**src/rtl/sorted_tbl.sv**
```systemverilog
// sorted_tbl: N-entry ascending key-sorted table with INSERT / DELETE-by-key / POP-head.
// Entry 0 always holds the smallest key; validity is a thermometer from entry 0.
// One registered response per accepted command, held until i_rsp_rdy.
module sorted_tbl #(
    parameter int N     = 8,
    parameter int KEY_W = 16,
    parameter int VAL_W = 32
) (
    input  logic                   clk,
    input  logic                   arst,
    input  logic                   i_cmd_vld,
    input  logic [1:0]             i_cmd_op,
    input  logic [KEY_W-1:0]       i_cmd_key,
    input  logic [VAL_W-1:0]       i_cmd_val,
    output logic                   o_cmd_rdy,
    output logic                   o_rsp_vld,
    input  logic                   i_rsp_rdy,
    output logic                   o_rsp_hit,
    output logic [KEY_W-1:0]       o_rsp_key,
    output logic [VAL_W-1:0]       o_rsp_val,
    output logic                   o_full,
    output logic                   o_empty,
    output logic [$clog2(N+1)-1:0] o_cnt
);

    typedef enum logic [1:0] {
        OP_INSERT = 2'd0,
        OP_DELETE = 2'd1,
        OP_POP    = 2'd2,
        OP_NOP    = 2'd3
    } op_t;

    typedef enum logic {
        RSP_IDLE,
        RSP_VLD
    } rsp_state_t;

    logic [KEY_W-1:0] key_q   [N];
    logic [VAL_W-1:0] val_q   [N];
    logic [KEY_W-1:0] nxt_key [N];
    logic [VAL_W-1:0] nxt_val [N];
    logic [N-1:0]     vld_q;
    logic [N-1:0]     vld_n;
    logic [N-1:0]     pivot;
    logic [N-1:0]     at_or_above;
    logic [KEY_W-1:0] sel_key;
    logic [VAL_W-1:0] sel_val;
    logic             rsp_hit_n;
    logic [KEY_W-1:0] rsp_key_n;
    logic [VAL_W-1:0] rsp_val_n;
    logic             accept;
    logic             change;
    op_t              op;
    rsp_state_t       rsp_state;

    assign op        = op_t'(i_cmd_op);
    assign o_cmd_rdy = !o_rsp_vld | i_rsp_rdy;
    assign accept    = i_cmd_vld & o_cmd_rdy;
    assign change    = accept & (|pivot);

    // Pivot selection: insertion slot, first matching key, or the head entry.
    always_comb begin
        logic found;
        pivot = '0;
        found = 1'b0;
        case (op)
            OP_INSERT: begin
                if (!o_full) begin
                    // Strict '>' places equal keys after existing ones.
                    for (int unsigned i = 0; i < N; i++) begin
                        if (!found && (!vld_q[i] || key_q[i] > i_cmd_key)) begin
                            pivot[i] = 1'b1;
                            found    = 1'b1;
                        end
                    end
                end
            end
            OP_DELETE: begin
                for (int unsigned i = 0; i < N; i++) begin
                    if (!found && vld_q[i] && key_q[i] == i_cmd_key) begin
                        pivot[i] = 1'b1;
                        found    = 1'b1;
                    end
                end
            end
            OP_POP:  pivot[0] = vld_q[0];
            default: pivot = '0;
        endcase
    end

    // Removed-entry mux and shifted storage image for the pending command.
    always_comb begin
        // One-hot pivot minus one, inverted, marks the pivot and everything above it.
        at_or_above = ~(pivot - 1'b1);
        sel_key     = '0;
        sel_val     = '0;
        for (int unsigned i = 0; i < N; i++) begin
            sel_key = sel_key | ({KEY_W{pivot[i]}} & key_q[i]);
            sel_val = sel_val | ({VAL_W{pivot[i]}} & val_q[i]);
            nxt_key[i] = key_q[i];
            nxt_val[i] = val_q[i];
        end
        if (op == OP_INSERT) begin
            for (int unsigned i = 1; i < N; i++) begin
                if (at_or_above[i]) begin
                    nxt_key[i] = key_q[i-1];
                    nxt_val[i] = val_q[i-1];
                end
            end
            for (int unsigned i = 0; i < N; i++) begin
                if (pivot[i]) begin
                    nxt_key[i] = i_cmd_key;
                    nxt_val[i] = i_cmd_val;
                end
            end
            vld_n = {vld_q[N-2:0], 1'b1};
        end else begin
            for (int unsigned i = 0; i + 1 < N; i++) begin
                if (at_or_above[i]) begin
                    nxt_key[i] = key_q[i+1];
                    nxt_val[i] = val_q[i+1];
                end
            end
            vld_n = {1'b0, vld_q[N-1:1]};
        end
    end

    // Response contents for the pending command.
    always_comb begin
        rsp_hit_n = |pivot;
        rsp_key_n = i_cmd_key;
        rsp_val_n = i_cmd_val;
        case (op)
            OP_INSERT: ;
            OP_DELETE: begin
                rsp_key_n = rsp_hit_n ? sel_key : i_cmd_key;
                rsp_val_n = sel_val;
            end
            OP_POP: begin
                rsp_key_n = sel_key;
                rsp_val_n = sel_val;
            end
            default: begin
                rsp_hit_n = 1'b0;
                rsp_key_n = '0;
                rsp_val_n = '0;
            end
        endcase
    end

    // Key/payload storage; contents beyond the valid region are don't-care.
    always_ff @(posedge clk) begin
        if (change) begin
            for (int unsigned i = 0; i < N; i++) begin
                key_q[i] <= nxt_key[i];
                val_q[i] <= nxt_val[i];
            end
        end
    end

    // Validity vector and the occupancy flags that track it.
    always_ff @(posedge clk or posedge arst) begin
        if (arst) begin
            vld_q   <= '0;
            o_cnt   <= '0;
            o_full  <= 1'b0;
            o_empty <= 1'b1;
        end else if (change) begin
            vld_q   <= vld_n;
            o_cnt   <= (op == OP_INSERT) ? o_cnt + 1'b1 : o_cnt - 1'b1;
            o_full  <= vld_n[N-1];
            o_empty <= !vld_n[0];
        end
    end

    // Response FSM: load on accept, hold while the consumer stalls.
    always_ff @(posedge clk or posedge arst) begin
        if (arst) begin
            rsp_state <= RSP_IDLE;
            o_rsp_vld <= 1'b0;
            o_rsp_hit <= 1'b0;
            o_rsp_key <= '0;
            o_rsp_val <= '0;
        end else begin
            case (rsp_state)
                RSP_IDLE: begin
                    if (accept) begin
                        rsp_state <= RSP_VLD;
                        o_rsp_vld <= 1'b1;
                        o_rsp_hit <= rsp_hit_n;
                        o_rsp_key <= rsp_key_n;
                        o_rsp_val <= rsp_val_n;
                    end
                end
                RSP_VLD: begin
                    if (accept) begin
                        o_rsp_hit <= rsp_hit_n;
                        o_rsp_key <= rsp_key_n;
                        o_rsp_val <= rsp_val_n;
                    end else if (i_rsp_rdy) begin
                        rsp_state <= RSP_IDLE;
                        o_rsp_vld <= 1'b0;
                    end
                end
                default: begin
                    rsp_state <= RSP_IDLE;
                    o_rsp_vld <= 1'b0;
                end
            endcase
        end
    end

    // Validity must stay a thermometer code anchored at entry 0.
    a_vld_thermometer: assert property (@(posedge clk) disable iff (arst)
        ((vld_q & (vld_q + 1'b1)) == '0));

endmodule

```
**config.mk**
```make
export PLATFORM = sky130hd
export DESIGN_NAME = sorted_tbl
export DESIGN_NICKNAME = d
export VERILOG_FILES = /design/src/rtl/sorted_tbl.sv
export SDC_FILE = /design/constraint.sdc
export NUM_CORES = 1
export LEC_CHECK = 0
export ABC_AREA = 1
export BUFFER_PORTS_ARGS = -buffer_cell sky130_fd_sc_hd__buf_2
export CAP_MARGIN = 5
export CORE_ASPECT_RATIO = 1.25
export CORE_MARGIN = 2
export CORE_UTILIZATION = 50
export DETAILED_ROUTE_END_ITERATION = 8
export PLACE_DENSITY = 0.64
export SYNTH_ARGS = -nofsm -noshare
export SYNTH_HDL_FRONTEND = slang
export SYNTH_SLANG_ARGS = --single-unit
export TNS_END_PERCENT = 50
```
**constraint.sdc**
```tcl
create_clock -name clk -period 9.76 [get_ports clk]
set_clock_uncertainty 0.2 [all_clocks]
set_input_delay 1.464 -clock clk [delete_from_list [all_inputs] [get_ports clk]]
set_output_delay 1.464 -clock clk [all_outputs]
set_load 0.01 [all_outputs]
```
== Word-level counts from Yosys, hierarchy flattened ==
Memories as Yosys holds them, arrays and structs flattened.
Index checks and enable logic that the tools add are counted.
Widths: inputs -> output; s select.

* Memory bits (read-only): 0
* Flip-flop bits (word level): 65
* Logic and storage cells: 248
* Bits in latches: 0
* Memory bits (writable): 384
* Input port bits: 54
* Memories kept: 2
* Output and inout bits: 57

* Eq/ne operators: 13
* Bitwise logic cells: 35
* Add/sub/neg operators: 3
* Div/mod/pow operators: 0
* Reduce and logical (&&, ||, !) cells: 59
* Shift-type cells: 0
* Order comparisons: 8
* Multipliers: 0
* Multiplexer cells: 119

{| class="wikitable"
|+ Memories
! memory !! depth !! bits a word !! read ports !! clocked after Yosys merged registers in !! write ports !! RTL line !! source
|-
| val_q || 8 || 32 || 8 || 0 || 8 || 39 || <nowiki>logic [VAL_W-1:0] val_q [N];</nowiki>
|-
| key_q || 8 || 16 || 8 || 0 || 8 || 38 || <nowiki>logic [KEY_W-1:0] key_q [N];</nowiki>
|}

{| class="wikitable"
|+ Operators with widths
! cell !! number
|-
| $mux 32 || 24
|-
| $mux 16 || 25
|-
| $and 32x32->32 || 8
|-
| $mux 224 || 1
|-
| $or 32x32->32 || 7
|-
| $and 16x16->16 || 8
|-
| $eq 16x16->1 || 8
|-
| $gt 16x16->1 || 8
|-
| $mux 112 || 1
|-
| $or 16x16->16 || 7
|-
| $pmux 32 s2 || 1
|-
| $mux 1 || 59
|-
| $pmux 16 s3 || 1
|-
| $logic_not 1->1 || 24
|-
| $logic_and 1x1->1 || 22
|-
| $mux 8 || 2
|-
| $pmux 7 s2 || 1
|-
| $logic_or 1x1->1 || 8
|-
| $not 8->8 || 1
|-
| $reduce_or 8->1 || 1
|-
| $sub 8x1->8 const B || 1
|-
| $ne 2x2->1 const B || 3
|-
| $add 4x1->4 const B || 1
|-
| $mux 4 || 1
|-
| other kinds (12) || 14
|}

== Depth between registers and ports, before layout ==
* Word-level depth: 51
* Depth in mapped cells: 27
* Mapped depth without buffers: 26

== Least setup slack after synthesis ==
Ideal clock, no wire load.

* Kind: input to register
* Start: input port i_cmd_key[13]
* End: memory key_q[6][0] (netlist: key_q[1][32]), enable pin
* Arrival time: 7.467 ns
* Data required time: 9.047 ns
* Library setup time: 0.513 ns
* Setup slack: 1.580 ns
* Cell stages on the path: 21
* Path buffers: 3
* Cell sequence: clkinv_1 > ha_1 > nand2_1 > nor2_2 > nand2_2 > clkinv_1 > nand2_1 > nand2_1 > o21ai_2 > nand4_1 > nand2_1 > buf_2 > buf_2 > clkbuf_1 > inv_1 > ha_1 > inv_1 > nor2_1 > ha_1 > nor2_1 > nor3_1

{| class="wikitable"
|+ RTL lines
! element !! RTL line !! source
|-
| from (decl) || 13 || <nowiki>input logic [KEY_W-1:0] i_cmd_key,</nowiki>
|-
| to (decl) || 38 ||
|}

==> out/metrics.yaml <==
critical_path:
  endpoint_kind: "register"
  regToRegSetupSlack_ns: 4.11
  crit_fanout: 129
  crit_required_ns: 9.81
  start_kind: "primary input"
  critPathKind: "primary input to register"
  crit_arrival_ns: 6.87
timing:
  max_freq_ghz: 0.147
  hold_viol_final: 0
  finalMaxSlewViolations: 0
  relSlewSlack_pct: 18.8
  tightest_slew_ns: 1.22
  tns_ns: 0
  rsz0062_at_grt: "false"
  timing.final.crit_period_ns: 6.82
  period_share_pct: 69.9
  setup_viol: 0
logic_synthesis:
  synth.yosys.warnings: 0
  synth-adder-area-share_pct: 5.75
  synth-seq-cells: 448
  synth_area_per_cell_sq_um: 7.73
  synth_flop_cell: "edfxtp_1"
  async_flop_share_pct: 14.3
  synthSimpleGateAreaFrac_pct: 23.6
  syn_area_sq_um: 27800
  yosys.cell_types.count: 47
  syn_nets: 3770
  yosysSeqAreaShare_pct: 47.3
  synth.area.mux_share_pct: 0
  synth_compound_area_share_pct: 16.2
  syn_inst: 3589
  yosys.area_share.xor_xnor_pct: 0.252
  synth_enable_flop_cells: 384
  synth_top_family_by_area: "simple AND/OR/NAND/NOR gates"
floorplan:
  dieArea_sq_um: 57400
  ioPinCount: 111
  fp-row-count: 96
  die_h_microns: 267
  initial_core_util_pct: 50.6
  core_sq_um: 54900
  die_x_microns: 215
placed_design:
  dpl.hpwl_microns: 61800
  placedCellCount: 4266
  portBuffers: 110
  gp_congestion: 0.971
pwr:
  internal-power_mw: 3.52
  power.switching_mw: 1.49
  sw_frac_of_total_pct: 29.7
  p_comb_share_pct: 15.9
  ir_worst_vdd_v: 0.000157
  p_leak_nw: 13.3
  clkPwrFrac_pct: 39.1
  seqPwrFrac_pct: 45.1
  power.density_nw_per_um2: 164
route:
  num_vias: 25900
  drc_errors: 0
  wl_per_cell_microns: 22.8
  drt_iter0_drc: 2849
  dr.pass1.iters: 9
  drt.antenna.violating_nets: 0
  wl_microns: 99300
  avgViaCountPerCell: 5.95
cts:
  cts_max_path_buffers: 3
  cts-root-buf: "clkbuf_16"
  clock_sinks: 448
  post_cts_resized: 0
  post_cts_buffers: 0
  holdBufCountCts: 0
  clock_latency_ns: 0.62
  path_clk_slew_ns: 0.06
  cts_htree_levels: 2
  cts_tree: "built"
  cts-buffers-inserted: 49
grt:
  grt.total_usage_pct: 34.3
  grt_pass1_vias: 25000
  antenna_found_initial: 2
  grt_max_degree: 130
  grt_overflow_total: 0
  grt_pass1_wl_microns: 150000
final_layout:
  nFillCells: 5186
  antenna-diode-count: 0
  instances_no_fill: 4356
  finalNetCount: 3763
  drive_gt1_share_pct: 7.95
  syn2layout_area_growth_pct: 9.72
flow_run:
  max_cap_violations: 0
hold_path:
  hp-class: "register to register"
status:
  status: "finished, final reports clean"
[cells by family after synthesis]
kind of cell               after synthesis
buffers and inverters                  471
AOI/OAI and AO/OA                      883
and+or+nand+nor                       1652
DFF                                    448
xor gates and xnor gates                 8
adders and majority gates              127
[power groups by stage]
| stage | clock network, mW | logic, mW | registers [mW] |
|---|---|---|---|
| finish | 1.95 | 0.793 | 2.26 |
| global route | 2.04 | 0.878 | 2.26 |
| CTS | 1.98 | 0.788 | 2.25 |
| detailed placement | 0 | 0.785 | 2.29 |
| global placement | 0 | 0.768 | 2.29 |
| floorplan | 0 | 0.465 | 2.29 |
[final timing paths]
path / to / start / cells after the start
setup / recovery: val_q[1][118] / i_cmd_op[0] / 15
hold reg to reg: o_rsp_vld / rsp_state / 1
min in group asynchronous: o_rsp_key[8] / arst / 3
max in group asynchronous: o_rsp_hit / arst / 3
setup reg to reg: val_q[1][118] / key_q[0][61] / 18
hold / removal: o_rsp_vld / rsp_state / 1
[per-layer routing]
metal	GRT usage, %	up-vias	part of all wire [%]
met5	0	-	0.024
met4	20.1	4	6.1
met3	4.46	327	6.8
met2	58.3	1237	48
met1	42.0	12300	39
li1	-	12000	-
[state kept, by name, indices dropped and copies added (netlist names)]
name / count
o_rsp_hit: 1
o_rsp_key: 16
key_q: 128
o_rsp_vld: 1
o_rsp_val: 32
vld_q: 7
o_empty: 1
val_q: 256
rsp_state: 1
o_cnt: 4
o_full: 1
[stage by stage]
stage          area [sq um]  hold WS, ns  power, mW  util [%]  setup WS [ns]
2_1_floorplan         27800        0.236       2.75         -           1.58
3_3_place_gp          28800        0.249       3.06      52.4           2.56
3_5_place_dp          28800        0.258       3.08      52.4           2.45
4_1_cts               30500        0.268       5.02      55.5           3.09
5_1_grt               30500        0.292       5.19      55.5           2.66
6_report              30500        0.269       5.00      55.5           2.94
[critical path, cell delays in order]
cell	delay [ns]
buf_2	0.12
inv_1	0.11
ha_4	0.58
inv_8	0.42
nor2_1	0.37
inv_1	0.22
o21ai_2	0.84
nand2_2	0.24
ha_1	0.29
nand3_2	0.10
nand2_2	0.36
inv_2	0.21
nand2_1	0.14
a31oi_4	0.52
buf_4	0.69
[area by class of cell]
cell class	count	area, sq um	share of cell area [%]
clock buffer	64	1420	4.66
timing repair buffer	148	836	2.74
sequential	448	13100	43.1
multi-input combinational	2670	12900	42.3
clock inverter	26	253	0.830
inverter	265	1000	3.30
tap	735	920	3.02
[cells in the mapped netlist (all sizes together) (5+ instances only)]
library cell	number	share of area, %
clkbuf	127	1.7
a21oi	229	4.1
clkinv	9	0.12
xor2	5	0.16
o21ai	623	11
inv	256	3.5
nand2	1132	15
nor2	339	4.7
dfrtp	63	5.7
nor3	16	0.29
edfxtp	384	42
nand4	25	0.56
o22ai	7	0.16
nand3	129	2.4
ha	126	5.7
nor4	7	0.16
buf	79	1.5
[placed cells by master, fill, tap and decap left out, drive strengths merged, types with 2 or more instances in the layout]
cell type  Yosys  routed
a31oi          2       2
nand3b         3       3
a21o           3       3
ha           126     126
a221oi         2       2
bufinv         0       3
buf           79     148
nor2         339     339
xor2           5       5
clkinv         9      24
a211oi         2       2
nor4           7       7
o211ai         2       2
o22ai          7       7
a21boi         3       3
o21ai        623     623
o21a           4       4
clkbuf       127      64
o21bai         2       2
nand3        129     129
nand4         25      25
a21oi        229     229
inv          256     258
nor3          16      16
clkinvlp       0       6
nand2       1132    1132
edfxtp       384     384
dfrtp         63      63
xnor2          3       3
Note: power is estimated with default switching activity, not from simulation.
